File: src/rtl/sha1_msg_verifier.sv
// rtl/sha1_msg_verifier.sv - streaming SHA-1 padder and block sequencer for sha1_core
// Define SHA1_VERIFY_EN to build the expected-digest latch and comparator driving match.
module sha1_msg_verifier #(
  parameter int WORD_W = 32,
  parameter int LEN_W  = 32
) (
  input  logic                      clk,
  input  logic                      reset,
  input  logic                      start,
  input  logic                      in_valid,
  output logic                      in_ready,
  input  logic [WORD_W-1:0]         in_data,
  input  logic                      in_last,
  input  logic [$clog2(WORD_W/8):0] in_bytes,
  input  logic [159:0]              expected,
  output logic                      core_init,
  output logic                      core_next,
  output logic [511:0]              core_block,
  input  logic                      core_ready,
  input  logic [159:0]              core_digest,
  input  logic                      core_digest_valid,
  output logic [159:0]              digest,
  output logic                      done,
  output logic                      match,
  output logic                      err
);

  typedef enum logic [2:0] {S_IDLE, S_FILL, S_ISSUE, S_WAIT0, S_WAIT, S_PAD, S_DONE} state_t;

  state_t           state;
  logic [511:0]     blk;
  logic [6:0]       off;
  logic [LEN_W-1:0] cnt;
  logic             first, blk_final, pad_pending, pad_mark;

  logic             accept;
  logic [6:0]       new_off;
  logic [LEN_W:0]   cnt_sum;
  logic [63:0]      bit_len, bit_len_q;
  logic [WORD_W-1:0] data_m;
  logic [511:0]     placed, marker, fill_blk, blk_last;
  logic             tail_fits;

  assign accept  = in_valid & in_ready;
  assign new_off = off + 7'(in_bytes);
  assign cnt_sum = {1'b0, cnt} + (LEN_W+1)'(in_bytes);
  assign bit_len   = 64'(cnt_sum[LEN_W-1:0]) << 3;
  assign bit_len_q = 64'(cnt) << 3;

  // Bytes beyond in_bytes are masked so stale source data never reaches the block.
  assign data_m   = in_data & ~({WORD_W{1'b1}} >> {in_bytes, 3'b000});
  assign placed   = {data_m, {(512-WORD_W){1'b0}}} >> {off, 3'b000};
  assign marker   = {8'h80, 504'd0} >> {new_off, 3'b000};
  assign fill_blk = blk | placed | (in_last ? marker : 512'd0);
  assign tail_fits = (new_off <= 7'd55);
  assign blk_last  = tail_fits ? {fill_blk[511:64], bit_len} : fill_blk;

  assign core_block = blk;

`ifdef SHA1_VERIFY_EN
  logic [159:0] exp_q;
`else
  logic unused_expected;
  assign unused_expected = ^expected;
`endif

  always_ff @(posedge clk or posedge reset) begin
    if (reset) begin
      state <= S_IDLE;
      blk <= '0;
      off <= '0;
      cnt <= '0;
      first <= 1'b0;
      blk_final <= 1'b0;
      pad_pending <= 1'b0;
      pad_mark <= 1'b0;
      in_ready <= 1'b0;
      core_init <= 1'b0;
      core_next <= 1'b0;
      digest <= '0;
      done <= 1'b0;
      match <= 1'b0;
      err <= 1'b0;
`ifdef SHA1_VERIFY_EN
      exp_q <= '0;
`endif
    end else begin
      done <= 1'b0;
      core_init <= 1'b0;
      core_next <= 1'b0;
      case (state)
        S_IDLE: if (start) begin
          off <= '0;
          cnt <= '0;
          blk <= '0;
          first <= 1'b1;
          blk_final <= 1'b0;
          pad_pending <= 1'b0;
          pad_mark <= 1'b0;
          err <= 1'b0;
          in_ready <= 1'b1;
`ifdef SHA1_VERIFY_EN
          exp_q <= expected;
`endif
          state <= S_FILL;
        end
        S_FILL: if (accept) begin
          cnt <= cnt_sum[LEN_W-1:0];
          if (cnt_sum[LEN_W]) err <= 1'b1;
          off <= new_off;
          if (in_last) begin
            // A tail that exactly fills the block leaves the 0x80 for the pad block.
            blk <= blk_last;
            blk_final <= tail_fits;
            pad_pending <= !tail_fits;
            pad_mark <= (new_off == 7'd64);
            in_ready <= 1'b0;
            state <= S_ISSUE;
          end else begin
            blk <= fill_blk;
            if (new_off == 7'd64) begin
              blk_final <= 1'b0;
              in_ready <= 1'b0;
              state <= S_ISSUE;
            end
          end
        end
        S_ISSUE: begin
          core_init <= first;
          core_next <= !first;
          first <= 1'b0;
          state <= S_WAIT0;
        end
        S_WAIT0: state <= S_WAIT;
        S_WAIT: if (core_ready && (core_digest_valid || !blk_final)) begin
          if (blk_final) begin
            digest <= core_digest;
            done <= 1'b1;
`ifdef SHA1_VERIFY_EN
            match <= (core_digest == exp_q);
`endif
            state <= S_DONE;
          end else if (pad_pending) begin
            state <= S_PAD;
          end else begin
            blk <= '0;
            off <= '0;
            in_ready <= 1'b1;
            state <= S_FILL;
          end
        end
        S_PAD: begin
          blk <= {(pad_mark ? 8'h80 : 8'h00), 440'd0, bit_len_q};
          pad_pending <= 1'b0;
          blk_final <= 1'b1;
          state <= S_ISSUE;
        end
        S_DONE: state <= S_IDLE;
        default: state <= S_IDLE;
      endcase
    end
  end

endmodule

File: config.mk
export PLATFORM = sky130hd
export DESIGN_NAME = sha1_msg_verifier
export DESIGN_NICKNAME = d
export VERILOG_FILES = /design/src/rtl/sha1_msg_verifier.sv
export SDC_FILE = /design/constraint.sdc
export NUM_CORES = 2
export LEC_CHECK = 0
export CAP_MARGIN = 20
export CORE_AREA = 4 4 400 402
export DETAILED_ROUTE_END_ITERATION = 10
export DIE_AREA = 0 0 404 406
export GPL_ROUTABILITY_DRIVEN = 0
export SYNTH_ARGS = -nofsm -noshare
export SYNTH_HDL_FRONTEND = slang
export SYNTH_SLANG_ARGS = --single-unit
File: constraint.sdc
create_clock -name clk -period 44.6 [get_ports clk]
set_clock_uncertainty 0.2 [all_clocks]
set_input_delay 4.46 -clock clk [delete_from_list [all_inputs] [get_ports clk]]
set_output_delay 4.46 -clock clk [all_outputs]
set_load 0.02 [all_outputs]
==> results.cfg <==
[clocking]
cts_hold_buf = 0
clk_path_buf_depth = 3
clk_latency_ns = 0.70
cts_tree = yes
cts_max_level = 3
post_cts_buffers = 0
numCtsBuffers = 87
cts.sinks = 723
cts_resized = 0
root_buffer = clkbuf_16
clk_pin_slew_ns = 0.06

[finish]
final_nets = 4239
drive_gt1_share_pct = 11.3
syn_to_final_growth_pct = 46.5
postLayoutCellArea_mm2 = 0.0453

[hold_path]
hold_path.class = register to register
hold_path_depth = 2
hp-start = core_block[76]
min_to = core_block[76]

[logic_synthesis]
yosysTopAreaCell = dfrtp_1
synthArstFlopShare_pct = 100
ys_ff_latch = 723
synthTopCellsByCount = dfrtp_1 (723), nor2_1 (523), a21oi_1 (489)
synth_top_area_share_pct = 58.5
ys.warnings.count = 1
yosysMostFrequentCell = dfrtp_1
yosys.area_share.xor_xnor_pct = 0.453
synthAdderAreaFrac_pct = 0.372
synth_flop_cell = dfrtp_1
synth-compound-area-share_pct = 18.6
synth_top_family_by_area = compound AO/OA/AOI/OAI gates
synth.net_count = 3409
synth.cell_area_mm2 = 0.0309
muxShareOfSynthArea_pct = 6.13
synth_seq_area_share_pct = 58.5
synth.area.top_cells = dfrtp_1 (59%), a21oi_1 (7.9%), nor2_1 (6.4%), mux2_2 (5.9%), o21ai_0 (2.5%)
syn_inst = 3039
synth_cell_types = 82
postSynthAreaPerCell_um2 = 10.2
synth-edff-count = 0
synthSimpleGateAreaFrac_pct = 12.6

[sta]
finalCritPeriodShare_pct = 19.0
slew_viol_final = 0
rsz0062_at_grt = no
relSlewSlack_pct = 15.1
fin_crit_ns = 8.47
setup_viol = 0
tns_ns = 0
layout_setup_ws_ns = 36.13
finalHoldViolCount = 0
worstMarginPinSlew_ns = 1.26
max_freq_mhz = 118

[die]
dieHeight_um = 406
start_util_pct = 19.8
chipWidth_um = 404
rows = 145
num_io_pins = 1040
core-area_mm2 = 0.156
dieArea_mm2 = 0.164

[critical_path]
crit_buf_inv = 6
cp-start-kind = primary input
crit_path_end_kind = async pin
critical_path_class = primary input to async pin
cp.arrival_ns = 8.91
crit_path_max_fanout = 95
slowest_delay_ns = 0.82
reg2reg_depth = 8
reg2reg_from = state[2]
crit_required_ns = 45.05
crit_family = buffers and inverters
cp_cell_sequence = clkdlybuf4s50_1, inv_8, buf_4, buf_4, buf_4, buf_4
r2r-end = core_block[11]
cp_common_cell = buf_4
rrSetupSlack_ns = 40.08
critPathSlowestCell = buf_4

[placed_design]
place_ws_ns = 35.22
port_buffers = 878
placed_area_mm2 = 0.0423
dp_hpwl_um = 122000

[status]
status = complete, no violations

[global_routing]
busiest_layer = met2
grt_max_degree = 106
grt.met1_usage_pct = 22.6
grt_pass1_vias = 28500
track_usage_pct = 19.2
use_met3_pct = 8.19
grt_first_pass_wirelength_um = 226000
grt_util_met2_pct = 30.7
grt_overflow = 0
antenna_found_initial = 57

[routing]
drtIter0Drc = 3099
ant_nets = 0
drt-pass1-iter-count = 7
avgViaCountPerCell = 4.83
routed_wl_um = 163000
num_vias = 29100
routedWlPerCell_um = 27.2
drc = 0

[run]
maxCapViolations = 0

[pwr]
p_leak_nw = 19.4
power_mw = 2.52
ir_drop_mv = 0.0398
power_density_mw_per_mm2 = 55.8
==> worst max path at each step <==
stage / start / end / slack [ns] / cells past startpoint
floorplan: reset / blk_final / 19.66 / 1
global placement: reset / off[2] / 35.29 / 6
detailed placement: reset / off[2] / 35.22 / 6
CTS: reset / off[2] / 35.99 / 6
global route: reset / off[2] / 35.50 / 6
finish: reset / off[2] / 36.13 / 6
==> kinds of logic after synthesis <==
logic type	count (synthesis)
and+or+nand+nor	901
xor gates and xnor gates	16
other	1
DFF	723
buffers and inverters	249
muxes	169
AOI/OAI and AO/OA	972
adders and majority gates	8
==> sequential cells by signal (all words and copies together) (netlist names) <==
signal and flops:
digest 160, in_ready 1, core_next 1, pad_pending 1, first 1, off 7, core_block 512, state 3
err 1, core_init 1, blk_final 1, done 1, cnt 32, pad_mark 1
==> tightest hold or removal path, cell delays in order (launching register included) <==
cell     delay (ns)
dfrtp_1        0.34
a21oi_1        0.04
nor2_1         0.07
==> where the power goes <==
part / internal [mW] / switching, mW / total (mW)
Combinational: 0.308 / 0.659 / 0.968
Clock: 0.439 / 0.304 / 0.742
Sequential: 0.751 / 0.0637 / 0.815
==> layout by cell type (no fill, tap or decap), types with 21 or more instances in the layout <==
master	n
a21oi_1	488
a221o_1	23
a22o_1	29
a31oi_1	37
buf_4	76
clkbuf_16	88
clkdlybuf4s50_1	878
dfrtp_1	722
diode_2	26
inv_1	33
mux2_2	161
nand2_1	176
nand3_1	44
nor2_1	512
nor3_1	29
o21ai_0	157
o22ai_1	66
o31ai_1	21
==> through the flow <==
step	std cells	util, %	hold WS, ns
2_1_floorplan	3039	-	0.218
3_3_place_gp	5836	27.1	0.273
3_5_place_dp	5837	27.1	0.282
4_1_cts	5989	29.0	0.296
5_1_grt	5991	29.0	0.301
6_report	6016	29.0	0.291
==> layer usage <==
layer / vias to the layer above / wire, µm
met5: - / 213
met4: 34 / 7740
met3: 329 / 19300
met2: 1656 / 75300
met1: 14500 / 60900
li1: 12500 / -
==> layout make-up <==
| type | instances | area (µm²) |
|---|---|---|
| Clock inverter | 29 | 434 |
| Inverter | 35 | 139 |
| Fill cell | 16400 | 111000 |
| Multi-Input combinational cell | 2067 | 12100 |
| Antenna cell | 26 | 65.1 |
| Clock buffer | 123 | 2500 |
| Timing Repair Buffer | 955 | 9370 |
| Sequential cell | 723 | 18100 |
| Tap cell | 2058 | 2570 |
No activity file was read; power rests on OpenSTA's default activity.
